<file path="src/rtl/hazard_scoreboard_if.sv">
`default_nettype none
// ============================================================================
//  Module      : hazard_scoreboard_if
//  Description : Issue / writeback / status bundle for hazard_scoreboard.
//                master : decode/issue side (drives issue_* and wb_*,
//                         observes stall and scoreboard status)
//                slave  : the scoreboard itself
//  Signals     : issue_valid, issue_regWrite, issue_long, issue_dest,
//                issue_src1, issue_src2, issue_use1, issue_use2,
//                wb_valid, wb_dest                     (master -> slave)
//                stall, busy, outstanding, err_spurious (slave -> master)
//                stall_cycles (slave -> master, only with
//                HAZARD_SCOREBOARD_STATS_EN defined)
//  Revision    : 1.0  initial release
// ============================================================================
interface hazard_scoreboard_if #(
    parameter int REG_AW          = 3,
    parameter int MAX_OUTSTANDING = 4
);
    localparam int NREGS = 2 ** REG_AW;
    localparam int CNT_W = $clog2(MAX_OUTSTANDING + 1);

    logic              issue_valid;
    logic              issue_regWrite;
    logic              issue_long;
    logic [REG_AW-1:0] issue_dest;
    logic [REG_AW-1:0] issue_src1;
    logic [REG_AW-1:0] issue_src2;
    logic              issue_use1;
    logic              issue_use2;
    logic              wb_valid;
    logic [REG_AW-1:0] wb_dest;

    logic              stall;
    logic [NREGS-1:0]  busy;
    logic [CNT_W-1:0]  outstanding;
    logic              err_spurious;
`ifdef HAZARD_SCOREBOARD_STATS_EN
    logic [15:0]       stall_cycles;

    modport master (
        output issue_valid, issue_regWrite, issue_long, issue_dest,
               issue_src1, issue_src2, issue_use1, issue_use2,
               wb_valid, wb_dest,
        input  stall, busy, outstanding, err_spurious, stall_cycles
    );
    modport slave (
        input  issue_valid, issue_regWrite, issue_long, issue_dest,
               issue_src1, issue_src2, issue_use1, issue_use2,
               wb_valid, wb_dest,
        output stall, busy, outstanding, err_spurious, stall_cycles
    );
`else
    modport master (
        output issue_valid, issue_regWrite, issue_long, issue_dest,
               issue_src1, issue_src2, issue_use1, issue_use2,
               wb_valid, wb_dest,
        input  stall, busy, outstanding, err_spurious
    );
    modport slave (
        input  issue_valid, issue_regWrite, issue_long, issue_dest,
               issue_src1, issue_src2, issue_use1, issue_use2,
               wb_valid, wb_dest,
        output stall, busy, outstanding, err_spurious
    );
`endif
endinterface : hazard_scoreboard_if
`default_nettype wire

</file>
<file path="src/rtl/hazard_scoreboard.sv">
`default_nettype none
// ============================================================================
//  Module      : hazard_scoreboard
//  Description : Producer-side hazard tracker at decode/issue. Records
//                in-flight long-latency writers (load/mul) per architectural
//                register and stalls issue of RAW- or WAW-dependent
//                instructions until the writer's writeback. Short writers
//                are left to the forwarding network and are not tracked.
//  Ports       : clk           rising-edge clock
//                rst           synchronous active-high reset
//                bus (slave)   issue request, writeback report, stall,
//                              busy vector, outstanding count, err_spurious
//  Parameters  : REG_AW          register address width (r0 hardwired zero)
//                MAX_OUTSTANDING max long ops in flight (1..2**REG_AW-1)
//                WB_BYPASS       1: same-cycle writeback releases the stall
//                                0: release one cycle after writeback
//  Options     : HAZARD_SCOREBOARD_STATS_EN adds a saturating 16-bit count
//                of stalled cycles on bus.stall_cycles.
//  Revision    : 1.0  initial release
// ============================================================================
module hazard_scoreboard #(
    parameter int REG_AW          = 3,
    parameter int MAX_OUTSTANDING = 4,
    parameter int WB_BYPASS       = 1
) (
    input  wire logic          clk,
    input  wire logic          rst,
    hazard_scoreboard_if.slave bus
);
    localparam int                NREGS   = 2 ** REG_AW;
    localparam int                CNT_W   = $clog2(MAX_OUTSTANDING + 1);
    localparam logic              c_BYP   = (WB_BYPASS != 0);
    localparam logic [CNT_W-1:0]  c_MAXO  = CNT_W'(MAX_OUTSTANDING);

    logic [NREGS-1:0] r_busy;
    logic [CNT_W-1:0] r_outstanding;
    logic             r_errSpurious;

    logic [NREGS-1:0] w_hit;
    logic [NREGS-1:0] w_busyNext;
    logic             w_wbClear;
    logic             w_fullBlock;
    logic             w_stall;
    logic             w_fire;
    logic             w_set;

    // A register is a live hazard if pending and not being written back
    // right now through the bypass path. r0 can never hazard.
    assign w_hit[0] = 1'b0;
    for (genvar i = 1; i < NREGS; i++) begin : g_hit
        assign w_hit[i] = r_busy[i] &&
                          !(c_BYP && bus.wb_valid && (bus.wb_dest == REG_AW'(i)));
    end

    // Only a writeback to a genuinely pending register retires an entry;
    // anything else is flagged as spurious and leaves state untouched.
    assign w_wbClear = bus.wb_valid && (bus.wb_dest != '0) && r_busy[bus.wb_dest];

    // Admission of a new tracked writer when the table is full is allowed
    // only if a retirement in the same cycle frees a slot (bypass mode).
    assign w_fullBlock = bus.issue_regWrite && bus.issue_long &&
                         (bus.issue_dest != '0) &&
                         (r_outstanding == c_MAXO) &&
                         !(c_BYP && w_wbClear);

    // Built only from inputs and registered state, never from w_fire.
    assign w_stall = bus.issue_valid &&
                     ((bus.issue_use1     && w_hit[bus.issue_src1]) ||
                      (bus.issue_use2     && w_hit[bus.issue_src2]) ||
                      (bus.issue_regWrite && w_hit[bus.issue_dest]) ||
                      w_fullBlock);

    assign w_fire = bus.issue_valid && !w_stall;
    assign w_set  = w_fire && bus.issue_regWrite && bus.issue_long &&
                    (bus.issue_dest != '0);

    // Clear applied first so a set of the same register wins: the new
    // writer replaces the retiring one and stays tracked.
    always_comb begin
        w_busyNext = r_busy;
        if (w_wbClear) begin
            w_busyNext[bus.wb_dest] = 1'b0;
        end
        if (w_set) begin
            w_busyNext[bus.issue_dest] = 1'b1;
        end
        w_busyNext[0] = 1'b0;
    end

    always_ff @(posedge clk) begin
        if (rst) begin
            r_busy        <= '0;
            r_outstanding <= '0;
            r_errSpurious <= 1'b0;
        end else begin
            r_busy        <= w_busyNext;
            // Cannot wrap: w_fullBlock prevents a net increment at the limit,
            // and w_wbClear implies at least one entry is pending.
            r_outstanding <= r_outstanding + CNT_W'(w_set) - CNT_W'(w_wbClear);
            r_errSpurious <= bus.wb_valid && !w_wbClear;
        end
    end

    assign bus.stall        = w_stall;
    assign bus.busy         = r_busy;
    assign bus.outstanding  = r_outstanding;
    assign bus.err_spurious = r_errSpurious;

`ifdef HAZARD_SCOREBOARD_STATS_EN
    logic [15:0] r_stallCycles;

    always_ff @(posedge clk) begin
        if (rst) begin
            r_stallCycles <= '0;
        end else if (w_stall && (r_stallCycles != 16'hFFFF)) begin
            r_stallCycles <= r_stallCycles + 16'd1;
        end
    end

    assign bus.stall_cycles = r_stallCycles;
`endif

endmodule : hazard_scoreboard
`default_nettype wire

</file>
<file path="src/flat_wrapper.sv">
// flat-port wrapper written by rule: the top's interface ports become plain ports
module hazard_scoreboard_flat 
#(
    parameter int REG_AW          = 3,
    parameter int MAX_OUTSTANDING = 4,
    parameter int WB_BYPASS       = 1
)
  (clk, rst, bus_issue_valid, bus_issue_regWrite, bus_issue_long, bus_issue_dest, bus_issue_src1, bus_issue_src2, bus_issue_use1, bus_issue_use2, bus_wb_valid, bus_wb_dest, bus_stall, bus_busy, bus_outstanding, bus_err_spurious);
  hazard_scoreboard_if #(.REG_AW(REG_AW), .MAX_OUTSTANDING(MAX_OUTSTANDING)) bus_i ();
  input  wire logic clk;
  input  wire logic rst;
  input wire logic [$bits(bus_i.issue_valid)-1:0] bus_issue_valid;
  input wire logic [$bits(bus_i.issue_regWrite)-1:0] bus_issue_regWrite;
  input wire logic [$bits(bus_i.issue_long)-1:0] bus_issue_long;
  input wire logic [$bits(bus_i.issue_dest)-1:0] bus_issue_dest;
  input wire logic [$bits(bus_i.issue_src1)-1:0] bus_issue_src1;
  input wire logic [$bits(bus_i.issue_src2)-1:0] bus_issue_src2;
  input wire logic [$bits(bus_i.issue_use1)-1:0] bus_issue_use1;
  input wire logic [$bits(bus_i.issue_use2)-1:0] bus_issue_use2;
  input wire logic [$bits(bus_i.wb_valid)-1:0] bus_wb_valid;
  input wire logic [$bits(bus_i.wb_dest)-1:0] bus_wb_dest;
  output wire logic [$bits(bus_i.stall)-1:0] bus_stall;
  output wire logic [$bits(bus_i.busy)-1:0] bus_busy;
  output wire logic [$bits(bus_i.outstanding)-1:0] bus_outstanding;
  output wire logic [$bits(bus_i.err_spurious)-1:0] bus_err_spurious;
  assign bus_i.issue_valid = bus_issue_valid;
  assign bus_i.issue_regWrite = bus_issue_regWrite;
  assign bus_i.issue_long = bus_issue_long;
  assign bus_i.issue_dest = bus_issue_dest;
  assign bus_i.issue_src1 = bus_issue_src1;
  assign bus_i.issue_src2 = bus_issue_src2;
  assign bus_i.issue_use1 = bus_issue_use1;
  assign bus_i.issue_use2 = bus_issue_use2;
  assign bus_i.wb_valid = bus_wb_valid;
  assign bus_i.wb_dest = bus_wb_dest;
  assign bus_stall = bus_i.stall;
  assign bus_busy = bus_i.busy;
  assign bus_outstanding = bus_i.outstanding;
  assign bus_err_spurious = bus_i.err_spurious;
  hazard_scoreboard #(.REG_AW(REG_AW), .MAX_OUTSTANDING(MAX_OUTSTANDING), .WB_BYPASS(WB_BYPASS)) u_core (.clk(clk), .rst(rst), .bus(bus_i));
endmodule
</file>
<file path="config.mk">
export PLATFORM = sky130hd
export DESIGN_NAME = hazard_scoreboard_flat
export DESIGN_NICKNAME = d
export VERILOG_FILES = /design/src/rtl/hazard_scoreboard_if.sv /design/src/rtl/hazard_scoreboard.sv /design/src/flat_wrapper.sv
export SDC_FILE = /design/constraint.sdc
export NUM_CORES = 1
export LEC_CHECK = 0
export CORE_MARGIN = 1.5
export CORE_UTILIZATION = 49
export DETAILED_ROUTE_END_ITERATION = 12
export HOLD_SLACK_MARGIN = 0.15
export PLACE_DENSITY = 0.85
export SYNTH_ARGS = -nofsm -noshare
export SYNTH_HDL_FRONTEND = slang
export SYNTH_SLANG_ARGS = --single-unit
</file>
<file path="constraint.sdc">
create_clock -name clk -period 4.7 [get_ports clk]
set_clock_uncertainty 0.1 [all_clocks]
set_input_delay 0.94 -clock clk [delete_from_list [all_inputs] [get_ports clk]]
set_output_delay 0.94 -clock clk [all_outputs]
set_load 0.05 [all_outputs]
</file>
; Word level (Yosys, flattened, before mapping)
; Cells that the tools add are included.
; W data, S select, Z words.
[classes]
eq_ne = 8
n_bitwise = 3
reduce_logical = 45
mux = 14
addsub = 2
order_cmp = 6
[ops]
columns = cell, count
row1 = $logic_and A1 B1 Y1, 31
row2 = $lt A3 B4 Y1 const B, 4
row3 = $mux W8, 2
row4 = $eq A3 B3 Y1 const B, 5
row5 = $bmux W1 S3, 4
row6 = $logic_not A1 Y1, 9
row7 = $and A8 B8 Y8, 1
row8 = $not A8 Y8, 1
row9 = $or A8 B8 Y8, 1
row10 = $demux W1 S3, 2
row11 = $eq A3 B2 Y1 const B, 2
row12 = $ge A3 B1 Y1 const B, 2
row13 = $mux W1, 6
row14 = $reduce_bool A3 Y1, 2
row15 = $add A3 B1 Y3, 1
row16 = $eq A3 B1 Y1 const B, 1
row17 = $logic_or A1 B1 Y1, 3
row18 = $sub A3 B1 Y3, 1
[word_totals]
wordCells = 82
register_bits = 12
output_inout_bits = 13
inputBits = 20

; Logic depth before layout (Yosys ltp)
; Gate-level depths: netlist of the first run.
[logic_depth]
ltp_word = 18
ltp_mapped = 12
mapped_depth_nobuf = 11

; Worst setup path after synthesis of the first run
; Ideal clock, no wire load.
[synth_timing]
kind = input -> output
from = input bus_wb_dest[1]
to = output bus_stall
required_ps = 3660
n_path_buf = 1
path_slack_ps = 1209
arrival_ps = 2451
stages = 7
path_cell_list = buf_4 > and4bb_4 > o32a_1 > o32ai_2 > nor4_2 > nand2_1 > and2_1
[synth_via]
elab_chain_len = 11
elab_cells_between_ends = 48
classes_between = 7 x eq/ne / 8 x mux / 33 x reduce/logical
[synth_lines]
columns = element, line
row1 = "start, declared", flat_wrapper.sv:21  ; input wire logic [$bits(bus_i.wb_dest)-1:0] bus_wb_dest;
row2 = $eq A3 B1 Y1 (tied with other cells), hazard_scoreboard.sv:52  ; !(c_BYP && bus.wb_valid && (bus.wb_dest == REG_AW'(i)));
row3 = $logic_and A1 B1 Y1, hazard_scoreboard.sv:52
row4 = $logic_not A1 Y1, hazard_scoreboard.sv:52
row5 = $logic_and A1 B1 Y1, hazard_scoreboard.sv:51  ; assign w_hit[i] = r_busy[i] &&
row6 = "$bmux W1 S3, on equally long branches", "hazard_scoreboard.sv:68, hazard_scoreboard.sv:69"
row7 = "$mux W1, on equally long branches", "hazard_scoreboard.sv:68, hazard_scoreboard.sv:69"
row8 = "$logic_and A1 B1 Y1, on equally long branches", "hazard_scoreboard.sv:68, hazard_scoreboard.sv:69"
row9 = $logic_or A1 B1 Y1, hazard_scoreboard.sv:68  ; ((bus.issue_use1 && w_hit[bus.issue_src1]) ||
row10 = $logic_or A1 B1 Y1, hazard_scoreboard.sv:69  ; (bus.issue_use2 && w_hit[bus.issue_src2]) ||
row11 = $logic_or A1 B1 Y1 *, hazard_scoreboard.sv:70  ; (bus.issue_regWrite && w_hit[bus.issue_dest]) ||
row12 = $logic_and A1 B1 Y1 *, hazard_scoreboard.sv:67  ; assign w_stall = bus.issue_valid &&
row13 = "end, declared", flat_wrapper.sv:22  ; output wire logic [$bits(bus_i.stall)-1:0] bus_stall;
; Mark *: on every way between the ends. The rest lies on a longest branch, timed or not. The select of a mux whose other input is x is not followed.

; Final worst setup path of the first run
[layout_timing]
from = input bus_wb_dest[0]
to = output bus_stall
; The elaborated chain is that of the path after synthesis.

==> reports/results.tsv, run 1 <==
stage	metric	value	unit
die	chip width	48.2	µm
clocking	# resized after CTS	0	
route	DRT Pass-1 Iters	4	
grt	largest net degree at the start of global routing	15	
sta	Worst Tran Pin Value	0.529	ns
clocking	H-tree Lvls	1	
placement	gpl congestion	0.892	
grt	initial antenna violation count	0	
worst_setup_path	largest fanout on the critical path	9	
pwr	Worst IR Drop VDD	0.196	mV
die	Core Box Area	1940	µm²
die	Core Rows	16	
placement	Final HPWL DP	1910	µm
grt	Overall Global Routing Usage	0.215	
cells_and_area	Syn-to-layout area delta	29.6	%
route	Vias/cell	5.81	
cells_and_area	area of the multi-input gates	674	µm²
pwr	Leak	0.000444	µW
clocking	CTS tree	yes	
worst_setup_path	Worst Path Arrival	3.21	ns
sta	relative slew slack	0.644	
worst_setup_path	crit start category	input port	
sta	Peak Freq	235	MHz
route	residual DRC count	0	
clocking	clk root buf	clkbuf_4	
yosys	Cells after Synth	115	
sta	Final Cycle Share	0.904	
die	Die H	48.2	µm
grt	first-pass GRT wire length	3400	µm
yosys	#FFs+latches synth	11	
clocking	Hold Buf Count CTS	0	
yosys	sequential-to-total area share from yosys stat	0.220	
cells_and_area	Non-Filler Instances	170	
grt	GRT overflow	0	
sta	# setup viols final	0	
die	Die ar.	2330	µm²
yosys	Syn Nets	138	
yosys	Mean Syn Cell Area	8.71	µm²
worst_setup_path	crit-path cells	clkdlybuf4s50_1 > nand2_1 > o31ai_1 > o221ai_1 > nor4_2 > nand2_1 > and2_1 > buf_4	
sta	minimum clock period	4.25	ns
outcome	status	finished, final reports clean	
yosys	warnings from Yosys	0	
cells_and_area	FF/Latch Area	220	µm²
die	Initial Utilization	0.516	
clocking	Clk Latency, worst-skew pair	0.28	ns
route	Detailed Route Iter0 Violations	18	
yosys	unique cell type count in the Yosys netlist	55	
clocking	Post-CTS Setup Repair Bufs	0	
worst_hold_path	worst hold path class	flop to flop	
grt	vias in the first global route	780	
yosys	mapped cell area	1000	µm²
worst_setup_path	Slowest-stage cell, CP	clkdlybuf4s50_1	
worst_setup_path	CP Capture Type	output pin	
placement	dpl cells	166	
clocking	number of CTS-inserted buffers	3	
pwr	Pwr per Cell Area	216	nW/µm²
sta	Slew Limit Fails	0	
cells_and_area	Antenna Cells	0	
worst_setup_path	Critical Path Most Common Cell	nand2_1	
sta	final hold violations	0	
route	final wirelength	2450	µm
clocking	Clock Tree Buf Depth	2	
die	# IOs	33	
worst_setup_path	worst path required time	3.66	ns
worst_setup_path	biggest cell delay along the critical path	0.63	ns
route	vias	988	
clocking	CTS sink count	11	
route	Routed WL per cell	14.4	µm
yosys	Most used DFF post-synth	dfxtp_1	
yosys	post-synthesis async set-or-reset flop share	0	
placement	Port-buffer cells	31	
clocking	Worst-path clk slew	0.08	ns
route	Final ANT Viol Nets	0	
cells_and_area	Net count, final	167	
sta	setup TNS	0	ns
cells_and_area	layout cell share with drive strength beyond 1	0.126	
worst_setup_path	kind of critical path	input port to output pin	
run	Max Cap Viol	0	
yosys	number of flops mapped to enable cells by yosys	0	
cells_and_area	Fillers	176	
sta	RSZ-0062 raised after global routing	no	
-- power breakdown --
| part | switching [µW] | internal, µW | total [µW] |
|---|---|---|---|
| Sequential | 4.62 | 99.0 | 104 |
| Clock | 38.4 | 31.7 | 70.0 |
| Combinational | 60.4 | 46.3 | 107 |
| Total | 103 | 177 | 280 |
-- placed cells by master, fill, tap and decap left out, drive strengths merged, types with 3 or more instances in the layout --
cell,instances
nand3,4
nand4b,5
inv,7
dfxtp,11
o32ai,3
nand2,13
and2,3
o22ai,6
clkbuf,3
clkdlybuf4s50,30
nor2,4
o21ai,5
-- through the flow --
step                      total power [µW]  cell area [µm²]  hold WS (ns)  setup WS, ns   util
after floorplan                        176             1000         0.631          1.21      -
after global placement                 210             1270         0.442         0.600  0.655
after detailed placement               212             1270         0.455         0.478  0.655
after CTS                              279             1300         0.465         0.463  0.669
after global routing                   294             1300         0.472         0.323  0.669
final                                  280             1300         0.457         0.450  0.669
-- final cells by class --
cell class / instances / share of cell area
tap: 27 / 0.0260
multi-input combinational: 89 / 0.519
clock buffer: 3 / 0.0173
inverter: 8 / 0.0270
clock inverter: 1 / 0.00385
sequential: 11 / 0.170
timing repair buffer: 31 / 0.237
-- layer usage --
metal | global-route usage | vias to the layer above | wire length, µm
li1 | - | 499 | -
met1 | 0.282 | 446 | 1150
met2 | 0.347 | 37 | 1120
met3 | 0.0148 | 6 | 115
met4 | 0.119 | 0 | 63
met5 | 0 | - | 0
-- worst max-delay path, delay by kind of cell --
family	cells	cell delay, ns
buffers and inverters	2	0.81
AND/OR/NAND/NOR	4	0.78
AO/OA/AOI/OAI	2	0.68
-- sequential cells by signal, summed over array words and instances (netlist names) --
name                     flops
u_core.bus.busy              7
u_core.bus.outstanding       3
u_core.bus.err_spurious      1
-- cells in the mapped netlist, types with 3 or more instances --
cell | n | area share
and2_1 | 3 | 0.019
nor2_1 | 4 | 0.015
nand2_1 | 12 | 0.045
buf_6 | 3 | 0.034
o22ai_1 | 6 | 0.037
nand4b_1 | 5 | 0.044
inv_1 | 7 | 0.026
o21ai_0 | 3 | 0.015
dfxtp_1 | 11 | 0.22
nand3_1 | 3 | 0.015
-- logic make-up (layout without fill, tap and decap cells) --
logic type / after synthesis / in the layout / share of synthesized area
DFF: 11 / 11 / 0.220
buffers and inverters: 15 / 43 / 0.107
AOI/OAI and AO/OA: 29 / 29 / 0.230
muxes: 2 / 2 / 0.0325
adders and majority gates: 3 / 3 / 0.0449
xor gates and xnor gates: 2 / 2 / 0.0175
other: 1 / 1 / 0.00374
and+or+nand+nor: 52 / 52 / 0.345
-- worst paths after layout --
check                                 from                                    to  slack, ns  cells past startpoint
min          u_core.bus.busy[2]$_SDFF_PP0_         u_core.bus.busy[2]$_SDFF_PP0_       0.46                      2
max                         bus_wb_dest[0]                             bus_stall       0.45                      8
max reg2reg  u_core.bus.busy[6]$_SDFF_PP0_  u_core.bus.outstanding[2]$_SDFF_PP0_       2.05                     10
min reg2reg  u_core.bus.busy[2]$_SDFF_PP0_         u_core.bus.busy[2]$_SDFF_PP0_       0.46                      2
Power figures use the tool's default switching activity.
==> run 2: changes to the inputs <==
--- a/config.mk
+++ b/config.mk
@@ -9,6 +9,7 @@
 export CORE_UTILIZATION = 49
 export DETAILED_ROUTE_END_ITERATION = 12
 export HOLD_SLACK_MARGIN = 0.15
+export MAX_ROUTING_LAYER = met4
 export PLACE_DENSITY = 0.85
 export SYNTH_ARGS = -nofsm -noshare
 export SYNTH_HDL_FRONTEND = slang
==> reports/results.tsv, run 2 (same netlist as run 1, synthesis figures left out) <==
stage	metric	value	unit	change
worst_setup_path	largest fanout on the critical path	9		unchanged
grt	first-pass GRT wire length	3400	µm	unchanged
clocking	Post-CTS Setup Repair Bufs	0		unchanged
clocking	Worst-path clk slew	0.08	ns	about the same
sta	minimum clock period	4.25	ns	about the same
sta	Peak Freq	235	MHz	about the same
clocking	CTS sink count	11		unchanged
placement	Final HPWL DP	1910	µm	unchanged
die	Die H	48.2	µm	unchanged
pwr	total power	280	µW	about the same
clocking	CTS tree	yes		unchanged
die	Core Rows	16		unchanged
pwr	Worst IR Drop VDD	0.196	mV	about the same
sta	RSZ-0062 raised after global routing	no		unchanged
sta	Slew Limit Fails	0		unchanged
pwr	Leak	0.000444	µW	unchanged
die	Core Box Area	1940	µm²	unchanged
grt	vias in the first global route	780		unchanged
cells_and_area	Core Util, Final	0.669		unchanged
pwr	Pwr per Cell Area	216	nW/µm²	about the same
outcome	status	finished, final reports clean		unchanged
route	Detailed Route Iter0 Violations	18		unchanged
die	chip width	48.2	µm	unchanged
cells_and_area	Syn-to-layout area delta	29.6	%	unchanged
placement	gpl congestion	0.907		was 0.892
clocking	Clock Tree Buf Depth	2		unchanged
sta	final hold violations	0		unchanged
clocking	Clk Latency, worst-skew pair	0.28	ns	about the same
worst_setup_path	crit start category	input port		unchanged
clocking	clk root buf	clkbuf_4		unchanged
run	Max Cap Viol	0		unchanged
sta	# setup viols final	0		unchanged
route	vias	982		was 988
cells_and_area	Net count, final	167		unchanged
worst_setup_path	kind of critical path	input port to output pin		unchanged
die	# IOs	33		unchanged
clocking	H-tree Lvls	1		unchanged
sta	relative slew slack	0.645		was 0.644
die	Initial Utilization	0.516		unchanged
route	residual DRC count	0		unchanged
grt	GRT overflow	0		unchanged
route	DRT Pass-1 Iters	4		unchanged
grt	largest net degree at the start of global routing	15		unchanged
cells_and_area	Antenna Cells	0		unchanged
placement	dpl cells	166		unchanged
route	Final ANT Viol Nets	0		unchanged
cells_and_area	Non-Filler Instances	170		unchanged
route	final wirelength	2450	µm	about the same
cells_and_area	commonest non-fill, non-tap cell in the layout	clkdlybuf4s50_1		unchanged
clocking	Hold Buf Count CTS	0		unchanged
sta	Final Cycle Share	0.904		about the same
die	Die ar.	2330	µm²	unchanged
grt	initial antenna violation count	0		unchanged
clocking	# resized after CTS	0		unchanged
cells_and_area	layout cell share with drive strength beyond 1	0.126		unchanged
sta	setup TNS	0	ns	unchanged
cells_and_area	Largest register FFs	7		unchanged
route	Vias/cell	5.78		was 5.81
worst_setup_path	worst path required time	3.66	ns	about the same
route	Routed WL per cell	14.4	µm	about the same
worst_setup_path	Worst Path Arrival	3.21	ns	about the same
cells_and_area	most frequent cells in the layout	30 x clkdlybuf4s50_1, 12 x nand2_1, 11 x dfxtp_1		unchanged
grt	Overall Global Routing Usage	0.221		was 0.215
worst_setup_path	CP Capture Type	output pin		unchanged
placement	Port-buffer cells	31		unchanged
worst_hold_path	worst hold path class	flop to flop		unchanged
sta	final hold slack	0.457	ns	about the same
sta	Worst Tran Pin Value	0.528	ns	was 0.529 ns
clocking	number of CTS-inserted buffers	3		unchanged
run 2: cell type report:
type / instances / area, µm²
Multi-Input combinational cell: 89 / 674
Clock inverter: 1 / 5.00
Inverter: 8 / 35.0
Timing Repair Buffer: 31 / 308
Fill cell: 176 / 643
Tap cell: 27 / 33.8
Sequential cell: 11 / 220
Clock buffer: 3 / 22.5
run 2: layer usage:
metal  up-vias  GRT usage  part of all wire
met2        33      0.347              0.46
met1       444      0.284              0.47
li1        499          -                 -
met3         6     0.0111             0.043
met4         0      0.119             0.026
met5         -          -                 0
run 2: worst paths after layout:
path	from	endpoint	slack, ns	cells past startpoint
min reg2reg	u_core.bus.busy[2]$_SDFF_PP0_	u_core.bus.busy[2]$_SDFF_PP0_	0.46	2
min	u_core.bus.busy[2]$_SDFF_PP0_	u_core.bus.busy[2]$_SDFF_PP0_	0.46	2
max	bus_wb_dest[0]	bus_stall	0.45	8
max reg2reg	u_core.bus.busy[6]$_SDFF_PP0_	u_core.bus.outstanding[2]$_SDFF_PP0_	2.05	10
run 2: worst max-delay path, cell delays in order:
cell             delay, ns
clkdlybuf4s50_1       0.63
nand2_1               0.11
o31ai_1               0.47
o221ai_1              0.21
nor4_2                0.33
nand2_1               0.15
and2_1                0.18
buf_4                 0.18
run 2: power by group:
| group | internal [µW] | switching [µW] | total (µW) | leakage (µW) |
|---|---|---|---|---|
| Sequential | 99.0 | 4.62 | 104 | 0.0000895 |
| Combinational | 46.3 | 60.4 | 107 | 0.000337 |
| Clock | 31.6 | 38.4 | 70.0 | 0.0000177 |
run 2: per-stage QoR:
| stage | setup WS, ns | instance area, µm² |
|---|---|---|
| after global placement | 0.600 | 1270 |
| final | 0.449 | 1300 |
| after CTS | 0.463 | 1300 |
| after floorplan | 1.21 | 1000 |
| after detailed placement | 0.478 | 1270 |
| after global routing | 0.323 | 1300 |
==> run 3: changes to the inputs <==
--- a/config.mk
+++ b/config.mk
@@ -6,11 +6,11 @@
 export NUM_CORES = 1
 export LEC_CHECK = 0
 export CORE_MARGIN = 1.5
-export CORE_UTILIZATION = 49
+export CORE_UTILIZATION = 50
 export DETAILED_ROUTE_END_ITERATION = 12
+export DONT_BUFFER_PORTS = 1
 export HOLD_SLACK_MARGIN = 0.15
 export MAX_ROUTING_LAYER = met4
-export PLACE_DENSITY = 0.85
 export SYNTH_ARGS = -nofsm -noshare
 export SYNTH_HDL_FRONTEND = slang
 export SYNTH_SLANG_ARGS = --single-unit
==> reports/results.tsv, run 3 (same netlist as run 1, synthesis figures left out) <==
stage	metric	value	unit	change
route	Vias/cell	6.52		was 5.78
clocking	Post-CTS Setup Repair Bufs	0		unchanged
sta	relative slew slack	0.565		was 0.645
worst_setup_path	Worst R2R Setup Slack	1.70	ns	was 2.05 ns
cells_and_area	layout cell share with drive strength beyond 1	0.152		was 0.126
sta	RSZ-0062 raised after global routing	no		unchanged
clocking	# resized after CTS	0		unchanged
worst_setup_path	Reg-to-Reg End	u_core.bus.outstanding[2]$_SDFF_PP0_		unchanged
worst_setup_path	crit-path cells	o311ai_1 > nand4b_1 > a21oi_1 > nor4_2 > nand2_1 > and2_1		was clkdlybuf4s50_1 > nand2_1 > o31ai_1 > o221ai_1 > nor4_2 > nand2_1 > and2_1 > buf_4
placement	gpl congestion	0.816		was 0.907
placement	Final HPWL DP	1900	µm	was 1910 µm
worst_hold_path	worst hold endpoint	u_core.bus.outstanding[0]$_SDFF_PP0_		was u_core.bus.busy[2]$_SDFF_PP0_
pwr	sw power	82.9	µW	was 103 µW
worst_hold_path	critical hold path startpoint	rst		was u_core.bus.busy[2]$_SDFF_PP0_
worst_setup_path	Slowest-stage cell, CP	o311ai_1		was clkdlybuf4s50_1
sta	setup TNS	0	ns	unchanged
clocking	CTS sink count	11		unchanged
clocking	H-tree Lvls	1		unchanged
sta	# setup viols final	0		unchanged
worst_hold_path	Cells on Worst Hold Path	1		was 2
worst_setup_path	Top delay family on crit path	simple AND/OR/NAND/NOR gates		was buffers and inverters
grt	initial antenna violation count	0		unchanged
outcome	status	finished, final reports clean		unchanged
worst_setup_path	reg2reg start	u_core.bus.busy[2]$_SDFF_PP0_		was u_core.bus.busy[6]$_SDFF_PP0_
route	Routed WL per cell	17.0	µm	was 14.4 µm
sta	minimum clock period	3.52	ns	was 4.25 ns
placement	Port-buffer cells	0		was 31
worst_setup_path	crit start category	input port		unchanged
worst_setup_path	biggest cell delay along the critical path	0.43	ns	was 0.63 ns
clocking	Worst-path clk slew	0.07	ns	was 0.08 ns
pwr	Leak	0.000327	µW	was 0.000444 µW
worst_setup_path	Worst R2R Path Depth	11		was 10
grt	first-pass GRT wire length	3410	µm	was 3400 µm
worst_setup_path	largest fanout on the critical path	10		was 9
pwr	switching share of power	0.351		was 0.369
route	Detailed Route Iter0 Violations	36		was 18
die	Die ar.	2280	µm²	was 2330 µm²
cells_and_area	commonest non-fill, non-tap cell in the layout	nand2_1		was clkdlybuf4s50_1
pwr	Comb pwr share	0.196		was 0.381
die	# IOs	33		unchanged
pwr	Int Pwr	153	µW	was 177 µW
route	final wirelength	2360	µm	was 2450 µm
grt	vias in the first global route	785		was 780
clocking	Clk Latency, worst-skew pair	0.27	ns	was 0.28 ns
worst_hold_path	worst hold path class	input port to flop		was flop to flop
route	residual DRC count	0		unchanged
route	vias	906		was 982
sta	Final Cycle Share	0.750		was 0.904
clocking	clk root buf	clkbuf_4		unchanged
grt	GRT overflow	0		unchanged
die	Core Rows	16		unchanged
grt	largest net degree at the start of global routing	15		unchanged
cells_and_area	Antenna Cells	0		unchanged
worst_setup_path	WP buf/inv	0		was 2
worst_setup_path	worst path required time	3.66	ns	about the same
worst_setup_path	kind of critical path	input port to output pin		unchanged
cells_and_area	Syn-to-layout area delta	-1.12	%	was 29.6%
pwr	Pwr per Cell Area	238	nW/µm²	was 216 nW/µm²
die	chip width	47.8	µm	was 48.2 µm
sta	Peak Freq	284	MHz	was 235 MHz
clocking	number of CTS-inserted buffers	3		unchanged
grt	Overall Global Routing Usage	0.224		was 0.221
die	Die H	47.8	µm	was 48.2 µm
clocking	Hold Buf Count CTS	0		unchanged
die	Core Box Area	1920	µm²	was 1940 µm²
pwr	Worst IR Drop VDD	0.157	mV	was 0.196 mV
pwr	sequential power share	0.528		was 0.370
sta	Worst Tran Pin Value	0.652	ns	was 0.528 ns
cells_and_area	most frequent cells in the layout	12 x nand2_1, 11 x dfxtp_1, 7 x inv_1		was 30 x clkdlybuf4s50_1, 12 x nand2_1, 11 x dfxtp_1
sta	final hold violations	0		unchanged
run	Max Cap Viol	0		unchanged
route	Final ANT Viol Nets	0		unchanged
cells_and_area	Core Util, Final	0.516		was 0.669
pwr	clock power share	0.276		was 0.250
sta	Slew Limit Fails	0		unchanged
clocking	Clock Tree Buf Depth	2		unchanged
cells_and_area	Largest register FFs	7		unchanged
clocking	CTS tree	yes		unchanged
cells_and_area	Net count, final	136		was 167
route	DRT Pass-1 Iters	4		unchanged
die	Initial Utilization	0.521		was 0.516
worst_setup_path	CP Capture Type	output pin		unchanged
worst_setup_path	Worst Path Arrival	2.48	ns	was 3.21 ns
## run 3: cell count changes in the layout (fill, tap and decap cells not counted)
| cell | before | now |
|---|---|---|
| clkdlybuf4s50_1 | 30 | 0 |
| buf_4 | 1 | 0 |
## run 3: worst max path at each step
stage	start	to	slack [ns]	cells past startpoint
2_1_floorplan	bus_wb_dest[1]	bus_stall	1.21	7
3_3_place_gp	bus_issue_dest[2]	bus_stall	1.19	6
3_5_place_dp	bus_issue_dest[2]	bus_stall	1.17	6
4_1_cts	bus_issue_dest[2]	bus_stall	1.17	6
5_1_grt	bus_issue_dest[2]	bus_stall	1.03	6
6_report	bus_issue_dest[2]	bus_stall	1.18	6
## run 3: routing by layer
metal  vias up  part of all wire  GRT usage
met5         -                 0          -
met1       424              0.43      0.292
met4         0                 0     0.0486
li1        438                 -          -
met3         0             0.086     0.0528
met2        44              0.49      0.352
## run 3: through the flow
| stage | cells | cell area [µm²] | power, µW | hold WS [ns] | worst slack [ns] |
|---|---|---|---|---|---|
| after floorplan | 115 | 1000 | 176 | 0.631 | 1.21 |
| after global placement | 135 | 963 | 173 | 0.707 | 1.19 |
| after detailed placement | 135 | 963 | 173 | 0.696 | 1.17 |
| after CTS | 139 | 991 | 241 | 0.617 | 1.17 |
| after global routing | 139 | 991 | 249 | 0.618 | 1.03 |
| final | 139 | 991 | 236 | 0.634 | 1.18 |
## run 3: cell type report
type	count	area, µm²
sequential	11	220
fill	186	931
clock inverter	1	5.00
clock buffer	3	22.5
tap	27	33.8
multi-input combinational	89	674
inverter	8	35.0
## run 3: power by group through the flow
stage	registers, µW	clock network [µW]	logic, µW
finish	125	65.2	46.4
global placement	127	0	46.1
CTS	125	69.4	46.6
detailed placement	127	0	46.3
floorplan	126	0	50.3
global route	125	71.2	52.8
